`src/rtl/peripheral_control_pkg.sv`:
```
// Shared definitions for the peripheral port: bus widths, register offsets, TCON bits.
// Optional SYSTICK counter is controlled by the PERI_SYSTICK_EN macro.
package peripheral_control_pkg;

   localparam int MEM_BUS      = 32;
   localparam int MEM_ADDR_BUS = 32;

   // Register select is the word offset addr[4:2] inside the 32-byte window
   typedef enum logic [2:0] {
      PERI_TH      = 3'd0,
      PERI_TL      = 3'd1,
      PERI_TCON    = 3'd2,
      PERI_LED     = 3'd3,
      PERI_SWITCH  = 3'd4,
      PERI_DIGI    = 3'd5,
      PERI_SYSTICK = 3'd6,
      PERI_RSVD    = 3'd7
   } peri_reg_e;

   localparam int TCON_EN = 0;
   localparam int TCON_IE = 1;
   localparam int TCON_IS = 2;

   typedef struct packed {
      logic               rd;
      logic               wr;
      peri_reg_e          sel;
      logic [MEM_BUS-1:0] wdata;
   } peri_req_t;

endpackage

```
`src/rtl/peripheral_control_seg7_decoder.sv`:
```
// Hex nibble to active-low seven-segment pattern, bit order {g,f,e,d,c,b,a}.
module seg7_decoder (
   input  logic [3:0] hex,
   output logic [6:0] seg
);

   always_comb begin
      seg = 7'h7F;
      case (hex)
         4'h0: seg = 7'h40;
         4'h1: seg = 7'h79;
         4'h2: seg = 7'h24;
         4'h3: seg = 7'h30;
         4'h4: seg = 7'h19;
         4'h5: seg = 7'h12;
         4'h6: seg = 7'h02;
         4'h7: seg = 7'h78;
         4'h8: seg = 7'h00;
         4'h9: seg = 7'h10;
         4'hA: seg = 7'h08;
         4'hB: seg = 7'h03;
         4'hC: seg = 7'h46;
         4'hD: seg = 7'h21;
         4'hE: seg = 7'h06;
         4'hF: seg = 7'h0E;
         default: seg = 7'h7F;
      endcase
   end

endmodule

```
`src/rtl/peripheral_control.sv`:
```
// Memory-mapped timer / LED / switch / seven-segment / systick responder on the CPU peripheral port.
// Define PERI_SYSTICK_EN to build the free-running SYSTICK counter at offset 0x18.
module peripheral_control
   import peripheral_control_pkg::*;
#(
   parameter int          SCAN_DIV  = 50000,
   parameter logic [31:0] BASE_ADDR = 32'h4000_0000
) (
   input  logic                    clk,
   input  logic                    rst,
   input  logic                    peri_cre_i,
   input  logic                    peri_cwe_i,
   input  logic [MEM_ADDR_BUS-1:0] ram_peri_addr_i,
   input  logic [MEM_BUS-1:0]      ram_peri_wdata_i,
   output logic [MEM_BUS-1:0]      peri_rdata_o,
   input  logic [7:0]              switch_i,
   output logic [7:0]              led_o,
   output logic [3:0]              an_o,
   output logic [7:0]              seg_o,
   output logic                    irq_o
);

   localparam int PW = (SCAN_DIV > 1) ? $clog2(SCAN_DIV) : 1;

   peri_req_t   req;
   logic        hit;
   logic [31:0] th, tl;
   logic [2:0]  tcon;
   logic [7:0]  led, sw_s1, sw_s2;
   logic [15:0] digi;
   logic [PW-1:0] presc;
   logic [1:0]  idx;
   logic [3:0]  nib;
   logic [6:0]  seg7;
   logic        ovf, ovf_irq;
   logic        unused_addr;

   assign hit         = (ram_peri_addr_i[31:5] == BASE_ADDR[31:5]);
   assign unused_addr = ^ram_peri_addr_i[1:0];

   always_comb begin
      req.rd    = peri_cre_i & hit;
      req.wr    = peri_cwe_i & hit;
      req.sel   = peri_reg_e'(ram_peri_addr_i[4:2]);
      req.wdata = ram_peri_wdata_i;
   end

   assign ovf     = tcon[TCON_EN] && (tl == 32'hFFFF_FFFF);
   assign ovf_irq = ovf & tcon[TCON_IE];

   // A CPU write to TL beats the count; a TCON write can never clear a same-cycle overflow set
   always_ff @(posedge clk or negedge rst) begin
      if (!rst) begin
         th   <= '0;
         tl   <= '0;
         tcon <= '0;
      end else begin
         if (req.wr && req.sel == PERI_TH) th <= req.wdata;
         if (req.wr && req.sel == PERI_TL) tl <= req.wdata;
         else if (tcon[TCON_EN])           tl <= ovf ? th : tl + 32'd1;
         if (req.wr && req.sel == PERI_TCON)
            tcon <= {req.wdata[TCON_IS] | ovf_irq, req.wdata[TCON_IE], req.wdata[TCON_EN]};
         else if (ovf_irq)
            tcon[TCON_IS] <= 1'b1;
      end
   end

   always_ff @(posedge clk or negedge rst) begin
      if (!rst) begin
         led   <= '0;
         digi  <= '0;
         sw_s1 <= '0;
         sw_s2 <= '0;
      end else begin
         if (req.wr && req.sel == PERI_LED)  led  <= req.wdata[7:0];
         if (req.wr && req.sel == PERI_DIGI) digi <= req.wdata[15:0];
         sw_s1 <= switch_i;
         sw_s2 <= sw_s1;
      end
   end

   always_ff @(posedge clk or negedge rst) begin
      if (!rst) begin
         presc <= '0;
         idx   <= '0;
      end else if (presc == PW'(SCAN_DIV - 1)) begin
         presc <= '0;
         idx   <= idx + 2'd1;
      end else begin
         presc <= presc + PW'(1);
      end
   end

`ifdef PERI_SYSTICK_EN
   logic [31:0] systick;
   always_ff @(posedge clk or negedge rst) begin
      if (!rst) systick <= '0;
      else      systick <= systick + 32'd1;
   end
`endif

   always_comb begin
      peri_rdata_o = '0;
      if (req.rd) begin
         case (req.sel)
            PERI_TH:      peri_rdata_o = th;
            PERI_TL:      peri_rdata_o = tl;
            PERI_TCON:    peri_rdata_o = {29'd0, tcon};
            PERI_LED:     peri_rdata_o = {24'd0, led};
            PERI_SWITCH:  peri_rdata_o = {24'd0, sw_s2};
            PERI_DIGI:    peri_rdata_o = {16'd0, digi};
`ifdef PERI_SYSTICK_EN
            PERI_SYSTICK: peri_rdata_o = systick;
`endif
            default:      peri_rdata_o = '0;
         endcase
      end
   end

   assign nib = digi[{idx, 2'b00} +: 4];

   seg7_decoder u_seg7 (
      .hex (nib),
      .seg (seg7)
   );

   assign an_o  = ~(4'b0001 << idx);
   assign seg_o = {1'b1, seg7};
   assign led_o = led;
   assign irq_o = tcon[TCON_IS];

endmodule

```
`config.mk`:
```
export PLATFORM = sky130hd
export DESIGN_NAME = peripheral_control
export DESIGN_NICKNAME = d
export VERILOG_FILES = /design/src/rtl/peripheral_control_pkg.sv /design/src/rtl/peripheral_control_seg7_decoder.sv /design/src/rtl/peripheral_control.sv
export SDC_FILE = /design/constraint.sdc
export NUM_CORES = 1
export LEC_CHECK = 0
export CAP_MARGIN = 5
export CELL_PAD_IN_SITES_DETAIL_PLACEMENT = 1
export CELL_PAD_IN_SITES_GLOBAL_PLACEMENT = 2
export CORE_MARGIN = 2
export CORE_UTILIZATION = 36
export CTS_CLUSTER_SIZE = 16
export DETAILED_ROUTE_END_ITERATION = 10
export MAX_ROUTING_LAYER = met4
export PLACE_DENSITY = 0.88
export SYNTH_ARGS = -nofsm -noshare
export SYNTH_HDL_FRONTEND = slang
export SYNTH_SLANG_ARGS = --single-unit
```
`constraint.sdc`:
```
create_clock -name clk -period 5.9 [get_ports clk]
set_input_delay 0.59 -clock clk [delete_from_list [all_inputs] [get_ports clk]]
set_output_delay 0.59 -clock clk [all_outputs]
set_load 0.02 [all_outputs]
```
=== Yosys cells after proc, flatten, opt, wreduce, memory -nomap -nowiden ===
Memory sizes are Yosys's and may differ from the RTL's.
Index checks and enable logic that the tools add are counted.

* Add/subtract/negate cells: 3
* Multipliers: 0
* Divide/modulo/power cells: 0
* Magnitude comparators: 0
* Eq/ne operators: 8
* Shift operators: 2
* Multiplexer cells: 8
* Bitwise gates (word level): 5
* Reduce and logical (&&, ||, !) cells: 9

{| class="wikitable"
|+ Operators by type and width
! operator !! count
|-
| $pmux W32 S6 || 1
|-
| $mux W32 || 4
|-
| $add A32 B1 Y32 const B || 1
|-
| $eq A32 B32 Y1 const B || 1
|-
| $eq A27 B26 Y1 const B || 1
|-
| $add A16 B1 Y16 const B || 1
|-
| $eq A16 B16 Y1 const B || 1
|-
| $mux W16 || 1
|-
| $shiftx A16 B5 Y4 || 1
|-
| $eq A3 B2 Y1 const B || 2
|-
| $eq A3 B3 Y1 const B || 2
|-
| $logic_and A1 B1 Y1 || 6
|-
| $not A4 Y4 || 1
|-
| $reduce_bool A2 Y1 || 2
|-
| $shl A1 B2 Y4 const A || 1
|-
| $and A1 B1 Y1 || 3
|-
| $eq A3 B1 Y1 const B || 1
|-
| $logic_not A3 Y1 || 1
|-
| $add A2 B1 Y2 const B || 1
|-
| $mux W1 || 2
|-
| $or A1 B1 Y1 || 1
|}

* Flip-flop bits (word level): 125
* Latch bits: 0
* Bits in writable memories: 0
* Bits in read-only memories: 112
* Bits of input ports: 76
* Output and inout port bits: 53
* Word-level logic and storage cells: 46
* Memories kept: 1

{| class="wikitable"
|+ Memory list
! name !! depth !! width !! read ports !! clocked after Yosys merged registers in !! write ports !! RTL line !! RTL
|-
| (name not given) || 16 || 7 || 1 || 0 || 0 || peripheral_control_seg7_decoder.sv:9 || <nowiki>case (hex)</nowiki>
|}

=== Logic depth before layout (Yosys ltp) ===
* Depth after elaboration: 5
* Mapped depth: 9
* Depth with buffers taken out: 7

=== Cells and area by module ===
From an unflattened synthesis, not the netlist that was laid out.

* Cell total of the unflattened synthesis: 690
* Area, all modules: 7,210.7 µm²

{| class="wikitable"
|+ Modules (own cells, without submodules)
! module !! times used !! cells each !! area an instance (µm²) !! sequential area each (µm²)
|-
| peripheral_control || 1 || 659 || 6,957.9 || 3,128.0
|-
| seg7_decoder || 1 || 31 || 252.7 || 0.0
|}

=== Worst setup path after synthesis ===
Ideal clock, no wire load.

* Kind: flip-flop to output port
* From: register idx[0]
* To: output port seg_o[5]
* Data arrival time: 2,127 ps
* Slack: 3,183 ps
* Stages on the path, launching flop included: 6
* Cells stage by stage: dfrtp_1 clkbuf_1 mux4_2 buf_2 or2_2 o21ai_0

* Cells in the longest elaborated chain, start to end: 2

{| class="wikitable"
|+ RTL lines
! what !! RTL line !! RTL
|-
| from (decl) || peripheral_control.sv:32 || <nowiki>logic [1:0] idx;</nowiki>
|-
| from (signal assigned) || peripheral_control.sv:88 || <nowiki>idx <= idx + 2'd1;</nowiki>
|-
| $shiftx A16 B5 Y4 || peripheral_control.sv:120 || <nowiki>assign nib = digi[{idx, 2'b00} +: 4];</nowiki>
|-
| $mem_v2 Z16 W7 || n/a ||
|-
| to (decl) || peripheral_control.sv:19 || <nowiki>output logic [7:0] seg_o,</nowiki>
|}

Every way passes these cells.

=== Worst setup path after layout ===
* From: input port ram_peri_addr_i[2]
* To: output port peri_rdata_o[2]

* Cells in the longest elaborated chain, start to end: 3
* Elaborated cells on any way between the ends: 8
* Those cells by class: eq/ne (5); mux (2); reduce/logical (1)

{| class="wikitable"
|+ RTL lines
! what !! RTL line !! RTL
|-
| from (decl) || peripheral_control.sv:13 || <nowiki>input logic [MEM_ADDR_BUS-1:0] ram_peri_addr_i,</nowiki>
|-
| $eq A3 B3 Y1, or another cell as far along || peripheral_control.sv:105 || <nowiki>case (req.sel)</nowiki>
|-
| $pmux W32 S6 * || peripheral_control.sv:105 ||
|-
| $mux W32 * || peripheral_control.sv:104 || <nowiki>if (req.rd) begin</nowiki>
|-
| to (decl) || peripheral_control.sv:15 || <nowiki>output logic [MEM_BUS-1:0] peri_rdata_o,</nowiki>
|}

Mark *: on every way between the ends. The rest lies on a longest branch, timed or not.

==> results_dict.tcl <==
set metrics [dict create \
    run_status "complete, no violations" \
    hp-class "input pin to asynchronous set/reset pin" \
    area_delta_synth_final_pct 29.5 \
    yosysMostFrequentCell "dfrtp_1" \
    cts_setup_buffers 0 \
    crit_path_end_kind "primary output" \
    reg2reg_from "tcon[0]" \
    hold_buffers 0 \
    dp.cells 1045 \
    power_per_cell_area_nw_per_um2 222 \
    core_area_um2 18800 \
    vias 6004 \
    reg2regPathDepth 6 \
    cp-startpoint "ram_peri_addr_i[2]" \
    clkTransAtPathRegs_ps 60 \
    drive_above_1_share_pct 16.9 \
    overflow 0 \
    crit_type "input pin to primary output" \
    synth_nets 776 \
    cts_max_level 4 \
    endpoint "peri_rdata_o[2]" \
    grt_max_degree 74 \
    timing.final.crit_share_pct 72.7 \
    intPower_mw 1.52 \
    avgViaCountPerCell 5.57 \
    async_reset_ff_share_pct 100 \
    antenna_found_initial 0 \
    totalWireLength_mm 22.2 \
    slew_violations 0 \
    crit_fanout 20 \
    synth_ff_type "dfrtp_1" \
    p_clk_share_pct 51.2 \
    die_h_um 143 \
    cts.root.buffer_cell "clkbuf_16" \
    irDropWorstVdd_mv 0.195 \
    dp_hpwl_mm 15.7 \
    yosysWarnings 0 \
    synth.top_cells.by_area "dfrtp_1 (45%), mux2_2 (10%), a22oi_1 (3.7%)" \
    synth.avg_cell_area_um2 10.1 \
    worstSkewPairLatency_ps 430 \
    syn-cell-area_um2 6940 \
    register_area_um2 3130 \
    synth_top_area_cell "dfrtp_1" \
    period_minus_slack_ps 4290 \
    ys_seq_area_share_pct 45.0 \
    synth_top_area_share_pct 45.0 \
    rrSetupSlack_ps 2790 \
    start_kind "input pin" \
    max_freq_mhz 233 \
    swShare_pct 23.8 \
    n_antenna_cell 0 \
    dieArea_um2 20400 \
    nets 892 \
    cts-resized-gates 0 \
    p_comb_share_pct 5.3 \
    fill_cells 2067 \
    cp.required_ps 5310 \
    fp.dieW_um 143 \
    first_pass_iters 5 \
    power_frac_seq_pct 43.4 \
    rr_endpoint "tl[15]" \
    num_rows 50 \
    tns_ps 0 \
    grt_usage_pct 23.2 \
    synth_seq_cells 125 \
    cap_violations 0 \
    synth_cell_types 62 \
    cts_max_path_buffers 2 \
    post_drt_wl_per_cell_um 20.6 \
    syn_inst 688 \
    crit_arrival_ps 3700 \
    clock_skew_ps 11.6 \
    cts_tree "built" \
    setup_viol 0 \
    cts_buffers 17 \
    ant_nets 0 \
    p_leak_nw 3.67 \
    drt_iter0_drc 264 \
    power.switching_mw 0.475 \
    tightest_slew_ps 1110 \
    cts_sinks 125 \
    fin_cells 1077 \
    hold_violations 0 \
    ys_top_cells_by_count "dfrtp_1 (125), nor2_1 (65), mux2_2 (62), nand2_1 (62), a22oi_1 (34)" \
    grt_first_pass_wirelength_mm 35.5 \
    synth_edf_count 0 \
    slew_headroom_pct 25.8 \
    portBuffers 125 \
    multi_input_area_um2 3550 \
    io_pins 129 \
    grt_pass1_vias 6572 \
    start_util_pct 36.9 \
    gp_congestion 0.876 \
    fin_total_pwr_mw 1.99 \
    drc 0 \
    rsz0062_at_grt "no" \
]
-- cell type report --
cell class | count | area share (%)
clock buffer | 20 | 4.97
clock inverter | 12 | 1.41
inverter | 24 | 1.00
multi-input combinational | 501 | 39.5
sequential | 125 | 34.8
tap | 260 | 3.62
timing repair buffer | 135 | 14.7
-- through the flow --
| step | area [µm²] | util (%) | setup slack (ps) | hold slack [ps] |
|---|---|---|---|---|
| 2_1_floorplan | 6940 | - | 3180 | 294 |
| 3_3_place_gp | 8420 | 44.7 | 1750 | 331 |
| 3_5_place_dp | 8420 | 44.7 | 1670 | 336 |
| 4_1_cts | 8990 | 47.7 | 1670 | 241 |
| 5_1_grt | 8990 | 47.7 | 1530 | 260 |
| 6_report | 8990 | 47.7 | 1610 | 209 |
-- layer usage --
metal	track usage [%]	vias to the layer above	wire length (µm)
li1	-	2733	-
met1	27.4	3074	9250
met2	40.2	161	11500
met3	4.36	36	995
met4	7.03	0	435
met5	-	-	0
-- registers in the layout (all words and copies together), names as in the netlist --
signal  flops
sw_s1       8
digi       16
th         32
led_o       8
tcon        3
tl         32
sw_s2       8
idx         2
presc      16
-- how the worst min path moves through the flow --
| stage | depth (start not counted) | to | startpoint |
|---|---|---|---|
| floorplan | 0 | digi[0] | rst |
| global placement | 0 | sw_s2[2] | sw_s1[2] |
| detailed placement | 0 | sw_s2[6] | sw_s1[6] |
| CTS | 1 | th[21] | rst |
| global route | 1 | th[21] | rst |
| finish | 1 | th[21] | rst |
-- logic make-up (layout without fill, tap and decap cells) --
logic type	Yosys count	after routing	share of synthesized area, %
adder cells (fa/ha/maj)	12	12	2.16
flip-flops	125	125	45.0
XOR/XNOR	33	33	4.16
other	1	1	0.0540
multiplexers	79	79	13.6
AND/OR/NAND/NOR	234	234	17.6
AO/OA/AOI/OAI	142	142	13.5
buffers and inverters	62	191	3.82
-- critical path, cell delays in order --
cell             delay [ps]
clkdlybuf4s50_1         910
nor2_1                 1080
a32oi_1                 210
a31oi_1                 260
clkdlybuf4s50_1         640
-- power groups by stage --
stage | Combinational (mW) | Sequential, mW | Clock, mW
6_report | 0.107 | 0.865 | 1.02
5_1_grt | 0.116 | 0.865 | 1.08
4_1_cts | 0.108 | 0.865 | 1.03
3_5_place_dp | 0.107 | 0.880 | 0
3_3_place_gp | 0.104 | 0.880 | 0
2_1_floorplan | 0.0238 | 0.880 | 0
-- cells in the final DEF (no fill, tap or decap), types with 12 or more instances in the layout --
master           instances
clkbuf_16               17
xor2_1                  18
inv_1                   23
ha_1                    12
nand4_1                 14
a21oi_1                 28
nand2_1                 62
nand3_1                 24
clkdlybuf4s50_1        124
xnor2_1                 15
dfrtp_1                125
a22oi_1                 34
mux2_2                  62
o21ai_0                 29
nor2_1                  65
(Power assumes the default switching activity.)
